===== src/rtl/im_loader_if.sv =====
// Byte-stream loader handshake plus the core's instruction fetch port.
// master = stream source / core side, slave = the im_loader.
interface im_loader_if;
  logic [7:0]  byte_data;
  logic        byte_valid;
  logic        byte_ready;
  logic [31:0] address;
  logic [31:0] instruction;

  modport master (
    output byte_data, byte_valid, address,
    input  byte_ready, instruction
  );

  modport slave (
    input  byte_data, byte_valid, address,
    output byte_ready, instruction
  );
endinterface


===== src/rtl/im_loader.sv =====
// Writable byte-wide instruction memory with a valid/ready byte loader.
// Holds the core in reset until a load completes; big-endian 32-bit read port.

// One byte lane of the read port: fetches mem[base+LANE] with wrap-around.
module im_loader_rd_lane #(
  parameter int MEM_BYTES = 32,
  parameter int AW        = 5,
  parameter int LANE      = 0
) (
  input  logic [MEM_BYTES-1:0][7:0] mem,
  input  logic [AW-1:0]             base,
  output logic [7:0]                q
);
  logic [AW-1:0] idx;

  assign idx = base + AW'(LANE);
  assign q   = mem[idx];
endmodule

module im_loader #(
  parameter int MEM_BYTES = 32,
  parameter int LEN_W     = 16
) (
  input  logic             clk,
  input  logic             rst,
  input  logic             start,
  input  logic [LEN_W-1:0] load_len,
  im_loader_if.slave       bus,
  output logic             busy,
  output logic             done,
  output logic             err,
  output logic             cpu_hold
);
  localparam int AW    = $clog2(MEM_BYTES);
  localparam int LANES = 4;

  typedef enum logic [1:0] {
    IDLE  = 2'd0,
    LOAD  = 2'd1,
    DONE  = 2'd2,
    ERROR = 2'd3
  } state_t;

  state_t                    state_q, state_d;
  logic [LEN_W-1:0]          wr_ptr_q, wr_ptr_d;
  logic [LEN_W-1:0]          len_q, len_d;
  logic                      we;
  logic                      len_ok;
  logic [MEM_BYTES-1:0][7:0] mem;
  logic [LANES-1:0][7:0]     lane_q;
  logic                      unused_addr;

  // Length must be a whole number of words that fits in the array.
  assign len_ok = (load_len != '0) &&
                  (load_len[1:0] == 2'b00) &&
                  ({1'b0, load_len} <= (LEN_W+1)'(MEM_BYTES));

  always_ff @(posedge clk or posedge rst) begin
    if (rst) begin
      state_q  <= IDLE;
      wr_ptr_q <= '0;
      len_q    <= '0;
    end else begin
      state_q  <= state_d;
      wr_ptr_q <= wr_ptr_d;
      len_q    <= len_d;
    end
  end

  always_comb begin
    state_d  = state_q;
    wr_ptr_d = wr_ptr_q;
    len_d    = len_q;
    we       = 1'b0;
    case (state_q)
      LOAD: begin
        if (bus.byte_valid) begin
          we       = 1'b1;
          wr_ptr_d = wr_ptr_q + LEN_W'(1);
          if (wr_ptr_q == len_q - LEN_W'(1)) state_d = DONE;
        end
      end
      default: begin
        // A start outside LOAD always wins over a same-cycle byte:
        // byte_ready is low here, so nothing is written.
        if (start) begin
          if (len_ok) begin
            state_d  = LOAD;
            wr_ptr_d = '0;
            len_d    = load_len;
          end else begin
            state_d  = ERROR;
          end
        end
      end
    endcase
  end

  // Memory is deliberately left out of reset so an aborted load keeps its bytes.
  always_ff @(posedge clk) begin
    if (we) mem[wr_ptr_q[AW-1:0]] <= bus.byte_data;
  end

  // Status is decoded from the state register alone.
  assign bus.byte_ready = (state_q == LOAD);
  assign busy           = (state_q == LOAD);
  assign done           = (state_q == DONE);
  assign err            = (state_q == ERROR);
  assign cpu_hold       = (state_q != DONE);

  for (genvar l = 0; l < LANES; l++) begin : g_lane
    im_loader_rd_lane #(
      .MEM_BYTES (MEM_BYTES),
      .AW        (AW),
      .LANE      (l)
    ) u_lane (
      .mem  (mem),
      .base (bus.address[AW-1:0]),
      .q    (lane_q[l])
    );
  end

  assign bus.instruction = {lane_q[0], lane_q[1], lane_q[2], lane_q[3]};
  assign unused_addr     = ^bus.address[31:AW];
endmodule

===== src/flat_wrapper.sv =====
// flat-port wrapper written by rule: the top's interface ports become plain ports
module im_loader_flat 
#(
  parameter int MEM_BYTES = 32,
  parameter int LEN_W     = 16
)
  (clk, rst, start, load_len, busy, done, err, cpu_hold, bus_byte_data, bus_byte_valid, bus_address, bus_byte_ready, bus_instruction);
  im_loader_if bus_i ();
  input  logic clk;
  input  logic rst;
  input  logic start;
  input  logic [LEN_W-1:0] load_len;
  output logic busy;
  output logic done;
  output logic err;
  output logic cpu_hold;
  input wire logic [$bits(bus_i.byte_data)-1:0] bus_byte_data;
  input wire logic [$bits(bus_i.byte_valid)-1:0] bus_byte_valid;
  input wire logic [$bits(bus_i.address)-1:0] bus_address;
  output wire logic [$bits(bus_i.byte_ready)-1:0] bus_byte_ready;
  output wire logic [$bits(bus_i.instruction)-1:0] bus_instruction;
  assign bus_i.byte_data = bus_byte_data;
  assign bus_i.byte_valid = bus_byte_valid;
  assign bus_i.address = bus_address;
  assign bus_byte_ready = bus_i.byte_ready;
  assign bus_instruction = bus_i.instruction;
  im_loader #(.MEM_BYTES(MEM_BYTES), .LEN_W(LEN_W)) u_core (.clk(clk), .rst(rst), .start(start), .load_len(load_len), .bus(bus_i), .busy(busy), .done(done), .err(err), .cpu_hold(cpu_hold));
endmodule

===== config.mk =====
export PLATFORM = sky130hd
export DESIGN_NAME = im_loader_flat
export DESIGN_NICKNAME = d
export VERILOG_FILES = /design/src/rtl/im_loader_if.sv /design/src/rtl/im_loader.sv /design/src/flat_wrapper.sv
export SDC_FILE = /design/constraint.sdc
export NUM_CORES = 1
export LEC_CHECK = 0
export ABC_AREA = 1
export CORE_MARGIN = 5
export CORE_UTILIZATION = 45
export DETAILED_ROUTE_END_ITERATION = 10
export SLEW_MARGIN = 40
export SYNTH_ARGS = -nofsm -noshare
export SYNTH_HDL_FRONTEND = slang
export SYNTH_SLANG_ARGS = --single-unit
export TNS_END_PERCENT = 50

===== constraint.sdc =====
create_clock -name clk -period 6.9 [get_ports clk]
set_input_delay 1.035 -clock clk [delete_from_list [all_inputs] [get_ports clk]]
set_output_delay 1.035 -clock clk [all_outputs]
set_load 0.05 [all_outputs]

-- Yosys cells after proc, flatten, opt, wreduce, memory -nomap -nowiden
Cells that the tools add are included.
- add/sub/neg operators: 5
- order comparisons: 7
- equality and inequality tests: 7
- mux-type cells: 22
- bitwise gates (word level): 1
- reductions and logical operators: 10
- operators with widths (cell ; number):
    bitwise mux 256 bit ; 1
    binary-select mux 8 bit (select 5 bit) ; 4
    2-to-1 mux 16 bit ; 4
    demux 8 bit (select 5 bit) ; 1
    2-to-1 mux 8 bit ; 5
    less-than comparator 5 x 6 -> 1 bit (second input constant) ; 5
    adder 16 x 1 -> 16 bit (second input constant) ; 1
    == test 16 bit ; 1
    <= comparator 16 x 6 -> 1 bit (second input constant) ; 1
    nonzero test 16 bit ; 1
    subtractor 16 x 1 -> 16 bit (second input constant) ; 1
    adder 5 x 2 -> 5 bit (second input constant) ; 2
    2-to-1 mux 2 bit ; 5
    AND reduction 3 bit ; 3
    adder 5 x 1 -> 5 bit (second input constant) ; 1
    >= comparator 5 x 1 -> 1 bit (second input constant) ; 1
    == test 2 bit (second input constant) ; 2
    != test 2 bit (second input constant) ; 2
    nonzero test 2 bit ; 2
    logical AND 1 bit ; 3
    == test 2 x 1 -> 1 bit (second input constant) ; 1
    zero test 2 bit ; 1
    2-to-1 mux 1 bit ; 2
    != test 2 x 1 -> 1 bit (second input constant) ; 1
    NOT 1 bit ; 1
- bits in registers: 290
- output and inout port bits: 37
- word-level logic and storage cells: 87

-- Logic depth before layout (Yosys ltp)
Gate-level depths: netlist of run 1.
- depth after elaboration: 6
- mapped depth: 15
- gate-level depth less buffers: 15

-- By module
From an unflattened synthesis of run 1, not the netlist that was laid out.
- cells, all modules: 3634
- area total of the unflattened synthesis: 23045.9 sq um
- by module, submodules not included (module ; instances ; cells an instance ; area each (sq um) ; seq. area each (sq um)):
    im_loader ; 1 ; 655 ; 10364.9 ; 8538.2
    im_loader_rd_lane at u_core.g_lane[3].u_lane ; 1 ; 795 ; 3347.0 ; 0.0
    im_loader_rd_lane at u_core.g_lane[2].u_lane ; 1 ; 787 ; 3314.4 ; 0.0
    im_loader_rd_lane at u_core.g_lane[1].u_lane ; 1 ; 788 ; 3279.4 ; 0.0
    im_loader_rd_lane at u_core.g_lane[0].u_lane ; 1 ; 609 ; 2740.1 ; 0.0

-- Worst setup path after synthesis of run 1
OpenSTA, ideal clock, no wires.
- path kind: input to output
- start: in bus_address[1]
- end: out bus_instruction[11]
- data arrival time: 3.742 ns
- slack: 2.123 ns
- cell stages on the path: 10
- path buffers: 3
- cell sequence: inv_1 clkbuf_1 clkbuf_1 ha_1 inv_1 clkbuf_1 o21ai_0 a21oi_1 nor3_1 o21ai_0
- word-level cells in the longest chain between the ends: 3
- ends and longest elaborated chain (element ; line ; RTL):
    start, declared ; flat_wrapper.sv:19 ; input wire logic [$bits(bus_i.address)-1:0] bus_address;
    adder 5 x 2 -> 5 bit ; im_loader.sv:16 ; assign idx = base + AW'(LANE);
    binary-select mux 8 bit (select 5 bit) ; im_loader.sv:17 ; assign q = mem[idx];
    2-to-1 mux 8 bit (implied by the code) ; im_loader.sv:17 ;
    end, declared ; flat_wrapper.sv:21 ; output wire logic [$bits(bus_i.instruction)-1:0] bus_instruction;
Every way passes these cells. The select of a mux whose other input is x is not followed.

-- Final worst setup path of run 1
- start: in bus_address[2]
- end: out bus_instruction[25]
- word-level cells in the longest chain between the ends: 2
- ends and longest elaborated chain (element ; line):
    binary-select mux 8 bit (select 5 bit) ; im_loader.sv:17
    2-to-1 mux 8 bit (implied by the code) ; im_loader.sv:17
Every way passes these cells. The select of a mux whose other input is x is not followed.

==> summary.md, run 1 <==
| Metric | Value |
|---|---|
| Synthesized area | 17940 um^2 |
| Initial Utilization | 45.36% |
| Clock share of power | 36.5% |
| Number of synthesized flops with an enable pin | 256 |
| Gate Count Post-Synth | 2113 |
| Ys flop type | edfxtp_1 |
| Fin crit period | 5463 ps |
| Crit Path Category | in -> out |
| Final TNS setup | 0 ps |
| Top-count cell post-synth | nand2_1 |
| Max-capacitance violation count | 0 |
| Slew headroom | 43.05% |
| Number of buffers created by CTS | 35 |
| Final worst setup slack | 1437 ps |
| Crit path capture type | primary output |
| CTS tree | built |
| P_int | 0.003433 W |
| DIE WIDTH | 209.7 um |
| Synth area leaders | edfxtp_1 (43%), nand2_1 (15%), mux2i_1 (10%) |
| WP depth | 8 |
| RSZ-0062 raised after global routing | no |
| Hold Crit Start | u_core.len_q[15] |
| Rows | 73 |
| Total power | 0.005101 W |
| Port buffer count | 69 |
| I/O pin cnt | 97 |
| Vias per Instance | 5.804 |
| Worst min-delay path class | reg -> reg |
| CP Cell Sequence | clkdlybuf4s50_1, buf_4, inv_1, o211ai_1, nand3_1, o2111ai_1, nand2_1, clkdlybuf4s50_1 |
| Detailed-route via count | 15480 |
| Logic pwr share | 23.8% |
| Post-synthesis register bit count | 290 |
| Post-DP HPWL | 39620 um |
| Area growth, synth to finish | 11.95% |
| Worst Tran Pin Value | 851.1 ps |
| Fin area | 20080 um^2 |
| # H-tree levels | 2 |
| Endpoint, Worst Hold | u_core.len_q[15] |
| Final ANT Viol Nets | 0 |
| Worst EP required | 5860 ps |
| Final Util | 50.78% |
| Post-CTS Hold Buffers | 0 |
| Leak | 8.344 nW |
| Worst Path Max Fanout | 14 |
| Worst R2R Setup Slack | 4340 ps |
| Post-Route WL | 60110 um |
| Area leader, netlist | edfxtp_1 |
| Core area | 39550 um^2 |
| Syn_nets | 2182 |
| GRT overflow | 0 |
| Initial antenna violation count | 0 |
| Worst vdd ir | 204.9 uV |
| Setup violators final | 0 |
| Synth top area share | 42.85% |
| Cell mode on critical path | clkdlybuf4s50_1 |
| N_diodes | 0 |
| Reg2reg end | u_core.mem[5] |
| Post-CTS setup buffers | 0 |
| Vias in the first global route | 14489 |
| Final net count | 2188 |
| Worst r2r src | u_core.state_q[1] |
| F_max | 183.1 MHz |
| DRC | 0 |
| Pre-CTS setup slack | 1542 ps |
| Pre-antenna DRT Iters | 6 |
| Reg power frac | 39.6% |
| Final hold vios | 0 |
| Final critical-path share of the clock period | 79.17% |
| Seq/Total Area, Yosys | 47.59% |
| Largest net degree at the start of global routing | 122 |
| Startpoint types | input pin |
| Switching Power | 0.001668 W |
| Placed Area | 18930 um^2 |
| First-pass GRT wire length | 88760 um |
| Root buffer cell | clkbuf_16 |
| Path depth of the worst reg2reg path | 6 |
| Clk_skew | 25.36 ps |
| Critical Path AT | 4430 ps |
| Status | finished clean |
| Die Span Y | 209.7 um |
| Syn avg cell area | 8.491 um^2 |
| Synth top cells by count | nand2_1 (726), nand3_1 (323), edfxtp_1 (256) |
| Asr flop ratio synth | 11.72% |
| Share of cells above drive strength 1 | 7.236% |
| Clock-pin slew on the worst setup and hold paths | 60 ps |
| Cell area power density | 254.0 nW/um^2 |
| Max stage delay cell, worst path | clkdlybuf4s50_1 |
| Buffers & Inverters on Critical Path | 4 |
| Sw Ratio | 32.70% |
| CP peak stage delay | 810 ps |
| Clk Latency, worst-skew pair | 540 ps |
| Delay-heaviest family, CP | buffers and inverters |
| Die Area | 43960 um^2 |
| GRT Util Overall | 26.69% |
| Worst hold path cell count | 2 |
| Fillers | 3709 |
| Routability congestion estimate | 0.9391 |
| Post-cts gate resize count | 0 |
| WL/cell | 22.54 um |
| Clock Path Buffers | 3 |
| Final Max Slew Viols | 0 |
| 1st-iter DRT viols | 1447 |
| Yosys warnings | 0 |
| # clock sinks | 290 |
| Distinct cell type count after synthesis | 44 |
-- cell type report --
class | count | area, um^2 | share of cell area [%]
repair buffers | 103 | 953.4 | 4.747
clock buffers | 46 | 969.7 | 4.828
inverters | 89 | 340.3 | 1.694
flip-flops and latches | 290 | 8538 | 42.51
clock inverters | 14 | 170.2 | 0.8472
well taps | 525 | 656.9 | 3.271
multi-input cells | 1600 | 8456 | 42.10
-- per-layer routing --
| layer | up-vias | global-route usage [%] | part of all wire (%) |
|---|---|---|---|
| met1 | 7297 | 34.98 | 39 |
| li1 | 7287 | - | - |
| met5 | - | 0 | 0 |
| met3 | 133 | 4.604 | 9.4 |
| met4 | 0 | 11.21 | 4.7 |
| met2 | 763 | 43.97 | 47 |
-- worst max path at each step --
stage | slack, ps | endpoint | startpoint
floorplan | 2120 | bus_instruction[11] | bus_address[1]
global placement | 1530 | bus_instruction[28] | bus_address[2]
detailed placement | 1540 | bus_instruction[28] | bus_address[2]
CTS | 1540 | bus_instruction[28] | bus_address[2]
global route | 1390 | bus_instruction[25] | bus_address[2]
finish | 1440 | bus_instruction[25] | bus_address[2]
-- worst reg2reg max path: cells and delay by family (launching register included) --
family | cells | cell delay, ps
AND/OR/NAND/NOR | 4 | 1490
buffers and inverters | 2 | 310
flip-flops | 1 | 390
-- cells in the final DEF (no fill, tap or decap), drive strengths merged --
cell	netlist	final
bufinv	0	4
nand4	2	2
nor3b	1	1
edfxtp	256	256
a31oi	1	1
clkinvlp	0	1
clkinv	1	10
nor4	2	2
o21ai	77	77
o31ai	3	3
a211oi	2	2
clkbuf	61	46
nor2	119	119
or2	5	5
a21o	1	1
inv	88	88
nand3b	5	5
nand3	324	324
a21oi	13	13
xnor2	6	6
buf	73	61
o2111ai	13	13
nand2	729	729
dfrtp	34	34
clkdlybuf4s50	0	42
o211ai	72	72
a41oi	1	1
nor3	13	13
o21a	1	1
xor2	16	16
ha	9	9
mux2i	185	185
-- kinds of logic after synthesis --
kind of cell / synth area share, %
simple gates: 27.86
flops: 47.59
buf+inv: 5.656
mux: 10.32
compound gates: 6.556
xor+xnor: 1.388
fa+ha+maj: 0.6277
-- power groups by stage --
stage                     logic (W)  clock network, W  registers [W]
after floorplan            0.000796                 0        0.00202
after global placement      0.00117                 0        0.00205
after detailed placement    0.00120                 0        0.00206
after CTS                   0.00120           0.00188        0.00202
after global routing        0.00130           0.00195        0.00203
final                       0.00122           0.00186        0.00202
-- metrics by stage --
| stage | hold slack, ps | instances |
|---|---|---|
| after floorplan | 455.3 | 2113 |
| after global placement | 476.0 | 2607 |
| after detailed placement | 472.0 | 2607 |
| after CTS | 487.7 | 2667 |
| after global routing | 533.4 | 2667 |
| final | 487.8 | 2667 |
-- sequential cells by signal (all words and copies together), names as in the netlist --
| signal | cells |
|---|---|
| u_core.wr_ptr_q | 16 |
| u_core.state_q | 2 |
| u_core.len_q | 16 |
| u_core.mem | 256 |
Power figures use the tool's default switching activity.
==> run 2, diff against run 1 <==
--- a/config.mk
+++ b/config.mk
@@ -9,6 +9,7 @@
 export CORE_MARGIN = 5
 export CORE_UTILIZATION = 45
 export DETAILED_ROUTE_END_ITERATION = 10
+export PLACE_DENSITY = 0.65
 export SLEW_MARGIN = 40
 export SYNTH_ARGS = -nofsm -noshare
 export SYNTH_HDL_FRONTEND = slang
==> constraint.sdc (replaced) <==
create_clock -name clk -period 4.4 [get_ports clk]
set_input_delay 0.66 -clock clk [delete_from_list [all_inputs] [get_ports clk]]
set_output_delay 0.66 -clock clk [all_outputs]
set_load 0.05 [all_outputs]
==> run 2 against run 1 <==
Against the previous run:
- count of clock-buffer cells in the layout is 7 lower
- hold slack about the same
- final area up 0.27%
- cell count up 0.22%
- sequential power up 57%
- core utilization rose by 0.14 points
- largest cell class unchanged
==> summary.md, run 2 (same netlist as run 1, synthesis figures left out) <==
| Metric | Value |
|---|---|
| Status | finished clean |
| Commonest non-fill, non-tap cell in the layout | nand2_1 |
| Initial Utilization | 45.36% (unchanged) |
| Critical Path AT | 3300 ps (-1130 ps) |
| Final Max Slew Viols | 0 (unchanged) |
| I/O pin cnt | 97 (unchanged) |
| Final critical-path share of the clock period | 90.00% |
| Most frequent cells in the layout | nand2_1 (726), nand3_1 (323), edfxtp_1 (256), mux2i_1 (185), nor2_1 (103) |
| Pre-antenna DRT Iters | 6 (unchanged) |
| Area growth, synth to finish | 12.25% |
| Share of cells above drive strength 1 | 7.635% (+0.40 points) |
| Worst vdd ir | 329.7 uV (+61%) |
| Die Area | 43960 um^2 (unchanged) |
| Crit path capture type | primary output |
| Path depth of the worst reg2reg path | 5 (-1) |
| Post-CTS Hold Buffers | 0 (unchanged) |
| Post-Route WL | 59380 um (-1.2%) |
| Worst R2R Setup Slack | 1340 ps (-3000 ps) |
| Post-cts gate resize count | 0 (unchanged) |
| N_diodes | 0 (unchanged) |
| Largest register FFs | 256 (unchanged) |
| Post-DP HPWL | 41280 um (+4.2%) |
| Detailed-route via count | 15704 (+1.4%) |
| Multi-input logic area | 8436 um^2 (-0.24%) |
| Startpoint types | input pin |
| Fin crit period | 3960 ps |
| Total power | 0.007981 W (+56%) |
| Placed Area | 18970 um^2 (+0.22%) |
| Rows | 73 (unchanged) |
| Worst EP required | 3740 ps (-2120 ps) |
| Leak | 8.392 nW (+0.57%) |
| First-pass GRT wire length | 87610 um (-1.3%) |
| GRT Util Overall | 26.22% (-0.48 points) |
| 1st-iter DRT viols | 1615 (+12%) |
| Worst min-delay path class | in -> async |
| Reg area | 8538 um^2 (unchanged) |
| Fillers | 3629 (-2.2%) |
| Vias per Instance | 5.875 (+1.2%) |
| Clk Latency, worst-skew pair | 560 ps (+20 ps) |
| Cell area power density | 396.3 nW/um^2 (+56%) |
| Crit Path Category | in -> out |
| Vias in the first global route | 14419 (-0.48%) |
| Post-CTS setup buffers | 0 (unchanged) |
| Max-capacitance violation count | 0 (unchanged) |
| Worst r2r src | u_core.state_q[1] |
| F_max | 252.5 MHz |
| Clk_skew | 24.00 ps (-1.365 ps) |
| Final net count | 2191 (+0.14%) |
| Fin area | 20140 um^2 (+0.27%) |
| Port buffer count | 69 (unchanged) |
| Final TNS setup | 0 ps (unchanged) |
| Setup violators final | 0 (unchanged) |
| GRT overflow | 0 (unchanged) |
| Routability congestion estimate | 0.9243 (-1.6%) |
| RSZ-0062 raised after global routing | no |
| Largest net degree at the start of global routing | 129 (+5.7%) |
| Worst Path Max Fanout | 21 (+7) |
| Die Span Y | 209.7 um (unchanged) |
| CTS tree | built |
| Root buffer cell | clkbuf_16 |
| Slew headroom | 41.25% (-1.8 points) |
| DRC | 0 (unchanged) |
| # clock sinks | 290 (unchanged) |
| Final ANT Viol Nets | 0 (unchanged) |
| Number of buffers created by CTS | 35 (unchanged) |
| Clock-pin slew on the worst setup and hold paths | 60 ps (about the same) |
| Reg2reg end | u_core.mem[40] |
| Core area | 39550 um^2 (unchanged) |
| DIE WIDTH | 209.7 um (unchanged) |
| # H-tree levels | 2 (unchanged) |
| Worst Tran Pin Value | 877.9 ps (+26.89 ps) |
| Final hold vios | 0 (unchanged) |
| Clock Path Buffers | 3 (unchanged) |
| Initial antenna violation count | 0 (unchanged) |
| WL/cell | 22.22 um (-1.4%) |
-- run 2: cell count changes in the layout (fill, tap and decap cells not counted), moves of 3 or more --
cell / previous run / this run
buf_4: 52 / 57
clkbuf_1: 8 / 4
buf_12: 5 / 13
nor2_2: 23 / 15
clkdlybuf4s50_1: 42 / 31
nor2_1: 95 / 103
buf_2: 1 / 4
clkinv_1: 6 / 10
-- run 2: power breakdown --
| part | total, W | switching, W | internal (W) |
|---|---|---|---|
| Sequential | 0.00317 | 0.0000933 | 0.00308 |
| Combinational | 0.00190 | 0.00136 | 0.000543 |
| Clock | 0.00291 | 0.00120 | 0.00171 |
-- run 2: worst max-delay path by stage --
| stage | from | slack [ps] | to |
|---|---|---|---|
| 3_3_place_gp | bus_address[2] | 500 | bus_instruction[22] |
| 4_1_cts | bus_address[2] | 520 | bus_instruction[22] |
| 2_1_floorplan | bus_address[1] | 370 | bus_instruction[11] |
| 5_1_grt | bus_address[2] | 390 | bus_instruction[22] |
| 3_5_place_dp | bus_address[2] | 520 | bus_instruction[22] |
| 6_report | bus_address[2] | 440 | bus_instruction[22] |
-- run 2: through the flow --
step                hold WS, ps  util (%)  setup WS (ps)  std cells
floorplan                 455.3         -          372.6       2113
global placement          482.4     47.96          504.1       2610
detailed placement        500.3     47.98          523.0       2610
CTS                       492.8     50.85          515.5       2673
global route              538.3     50.92          385.2       2673
finish                    487.5     50.92          439.8       2673
-- run 2: metal layers --
layer  wire, um  GRT usage (%)
met2      27030          41.38
met1      24010          35.80
met5          0              0
met3       5094          3.423
met4       3242          12.96
-- run 2: worst max-delay path, stage by stage --
cell             delay (ps)
clkdlybuf4s50_1         670
ha_1                    260
nor2_1                   50
nor2_1                  100
buf_4                   300
o21ai_2                 100
inv_2                   320
nand3_1                 270
nand3_1                 210
nand2_1                 120
buf_4                   210
-- run 2: final cells by class --
class	instances	share of cell area, %
clock inverter	24	1.218
multi-input combinational	1600	41.89
inverter	89	1.678
tap	525	3.262
sequential	290	42.40
clock buffer	39	4.424
timing repair buffer	106	5.132
==> run 3, diff against run 2 <==
--- a/config.mk
+++ b/config.mk
@@ -6,10 +6,11 @@
 export NUM_CORES = 1
 export LEC_CHECK = 0
 export ABC_AREA = 1
+export CORE_ASPECT_RATIO = 0.8
 export CORE_MARGIN = 5
 export CORE_UTILIZATION = 45
 export DETAILED_ROUTE_END_ITERATION = 10
-export PLACE_DENSITY = 0.65
+export REMOVE_ABC_BUFFERS = 1
 export SLEW_MARGIN = 40
 export SYNTH_ARGS = -nofsm -noshare
 export SYNTH_HDL_FRONTEND = slang
==> constraint.sdc (replaced) <==
create_clock -name clk -period 3.95 [get_ports clk]
set_input_delay 0.5925 -clock clk [delete_from_list [all_inputs] [get_ports clk]]
set_output_delay 0.5925 -clock clk [all_outputs]
set_load 0.05 [all_outputs]
==> run 3 against run 2 <==
Against the previous run:
- non-clock buffer count up 45
- sequential share of layout area down 0.79 points
- clock power up 5%
- first-iteration DRC count up 43%
- power up 10%
- via count up 1.2%
- highest routed layer unchanged
- final area up 1.9%
- die area about the same
- cell count up 1.9%
- clock skew down 7.3 ps
- largest power group unchanged
- critical path depth down 1
==> summary.md, run 3 (same netlist as run 1, synthesis figures left out) <==
| Metric | Value |
|---|---|
| Status | finished clean |
| CP peak stage delay | 620 ps (-50 ps) |
| Leak | 8.615 nW (+2.7%) |
| Core area | 39440 um^2 (-0.27%) |
| Port buffer count | 69 (unchanged) |
| Final worst setup slack | 97.83 ps (-342.0 ps) |
| Reg power frac | 40.0% (+0.3 points) |
| Sw Ratio | 32.97% (-0.25 points) |
| Clk_skew | 16.69 ps (-7.314 ps) |
| Clock share of power | 34.7% (-1.7 points) |
| Worst Tran Pin Value | 830.0 ps (-47.99 ps) |
| Buffers & Inverters on Critical Path | 4 (unchanged) |
| RSZ-0062 raised after global routing | no |
| Initial antenna violation count | 0 (unchanged) |
| Final critical-path share of the clock period | 97.52% |
| First-pass GRT wire length | 89550 um (+2.2%) |
| Final hold vios | 0 (unchanged) |
| Fin crit period | 3852 ps |
| DIE WIDTH | 233.2 um (+11%) |
| F_max | 259.6 MHz |
| Vias in the first global route | 14552 (+0.92%) |
| Max stage delay cell, worst path | clkdlybuf4s50_1 |
| Detailed-route via count | 15893 (+1.2%) |
| Worst vdd ir | 304.3 uV (-7.7%) |
| Crit path capture type | primary output |
| Initial Utilization | 45.48% (+0.12 points) |
| Pre-antenna DRT Iters | 6 (unchanged) |
| Worst min-delay path class | in -> async |
| Share of cells above drive strength 1 | 8.962% (+1.3 points) |
| Final Max Slew Viols | 0 (unchanged) |
| 1st-iter DRT viols | 2310 (+43%) |
| P_int | 0.005899 W (+11%) |
| Number of buffers created by CTS | 31 (-11%) |
| Clock Path Buffers | 3 (unchanged) |
| Pre-CTS setup slack | 190.5 ps (-332.5 ps) |
| Worst R2R Setup Slack | 1270 ps (-70 ps) |
| Largest net degree at the start of global routing | 93 (-28%) |
| Hold WS | 409.4 ps (-78.13 ps) |
| Area growth, synth to finish | 14.38% |
| CTS tree | built |
| Die Area | 43990 um^2 (about the same) |
| Crit Path Category | in -> out |
| Cell mode on critical path | nand3_1 |
| DRC | 0 (unchanged) |
| Final net count | 2232 (+1.9%) |
| Routability congestion estimate | 0.9712 (+5.1%) |
| WL/cell | 22.30 um (+0.39%) |
| Final Util | 52.03% (+1.1 points) |
| Switching Power | 0.002901 W (+9.4%) |
| I/O pin cnt | 97 (unchanged) |
| CP Cell Sequence | clkdlybuf4s50_1, buf_12, ha_1, nor2_1, nor2_2, inv_1, nand3_1, nand3_1, nand2_1, buf_4 |
| Max-capacitance violation count | 0 (unchanged) |
| Post-Route WL | 60750 um (+2.3%) |
| Final TNS setup | 0 ps (unchanged) |
| Startpoint types | input pin |
| Delay-heaviest family, CP | buffers and inverters |
| Clk Latency, worst-skew pair | 590 ps (+30 ps) |
| Die Span Y | 188.6 um (-10%) |
| Fillers | 3573 (-1.5%) |
| Logic pwr share | 25.3% (+1.4 points) |
| Critical Path AT | 3260 ps (-40 ps) |
| Cell area power density | 428.8 nW/um^2 (+8.2%) |
| Vias per Instance | 5.834 (-0.69%) |
| Slew headroom | 44.67% (+3.4 points) |
| Post-DP HPWL | 42770 um (+3.6%) |
| Worst EP required | 3360 ps (-380 ps) |
| # H-tree levels | 1 (-1) |
| Largest register FFs | 256 (unchanged) |
| Worst Path Max Fanout | 27 (+29%) |
| Rows | 65 (-11%) |
| Commonest non-fill, non-tap cell in the layout | nand2_1 |
| # clock sinks | 290 (unchanged) |
| Most frequent cells in the layout | nand2_1 (726), nand3_1 (323), edfxtp_1 (256), mux2i_1 (185), nor2_1 (111) |
| GRT overflow | 0 (unchanged) |
| Setup violators final | 0 (unchanged) |
| Post-CTS Hold Buffers | 0 (unchanged) |
| GRT Util Overall | 26.98% (+0.76 points) |
| Clock-pin slew on the worst setup and hold paths | 60 ps (about the same) |
| Root buffer cell | clkbuf_16 |
| Final ANT Viol Nets | 0 (unchanged) |
## run 3: cell types whose count changed in the layout (fill, tap and decap cells not counted), moves of 4 or more
| cell | change |
|---|---|
| buf_12 | +8 |
| buf_4 | +37 |
| clkbuf_16 | -4 |
| clkinv_1 | -5 |
| clkinv_2 | +5 |
| inv_6 | -4 |
| nor2_1 | +8 |
| nor2_2 | -8 |
## run 3: cell type report
| class | count | area [um^2] | share of cell area [%] |
|---|---|---|---|
| Tap cell | 536 | 670.6 | 3.268 |
| Antenna cell | 1 | 2.502 | 0.01219 |
| Timing Repair Buffer | 151 | 1486 | 7.243 |
| Inverter | 89 | 337.8 | 1.646 |
| Clock inverter | 19 | 225.2 | 1.097 |
| Sequential cell | 290 | 8538 | 41.61 |
| Clock buffer | 38 | 822.0 | 4.006 |
| Multi-Input combinational cell | 1600 | 8438 | 41.12 |
## run 3: worst paths after layout
path                                   start                   to  cells after the start
max                           bus_address[2]  bus_instruction[12]                     10
min                                      rst      u_core.len_q[3]                      3
max reg2reg                u_core.state_q[1]      u_core.mem[235]                      5
min reg2reg                 u_core.len_q[15]     u_core.len_q[15]                      2
max in group asynchronous                rst     u_core.len_q[10]                      3
min in group clk            u_core.len_q[15]     u_core.len_q[15]                      2
## run 3: routing by layer
metal | vias to the layer above | GRT usage (%) | part of all wire (%)
met5 | - | 0 | 0
met4 | 0 | 8.653 | 3.5
met3 | 119 | 5.845 | 10
met2 | 788 | 40.15 | 43
met1 | 7621 | 39.42 | 43
li1 | 7365 | - | -
## run 3: power groups by stage
stage | Clock, W | Sequential (W) | Combinational (W)
final | 0.00305 | 0.00352 | 0.00223
after global routing | 0.00321 | 0.00353 | 0.00238
after CTS | 0.00309 | 0.00352 | 0.00218
after detailed placement | 0 | 0.00358 | 0.00218
after global placement | 0 | 0.00358 | 0.00214
after floorplan | 0 | 0.00356 | 0.00124
## run 3: what timing repair did
action / 4_1_cts / 5_1_grt
endpoints found under the setup margin: 0 / 2
resized for setup: 0 / 1
buffers inserted: 0 / 0
## run 3: metrics by stage
stage | instances | instance area, um^2 | total power, W
global route | 2723 | 20520 | 0.009116
floorplan | 1979 | 17260 | 0.004799
global placement | 2666 | 19460 | 0.005724
finish | 2724 | 20520 | 0.008800
detailed placement | 2666 | 19460 | 0.005760
CTS | 2723 | 20510 | 0.008789
## run 3: worst min-delay path: cells and delay by family
family                 cells  cell delay [ps]
buffers and inverters      3              840
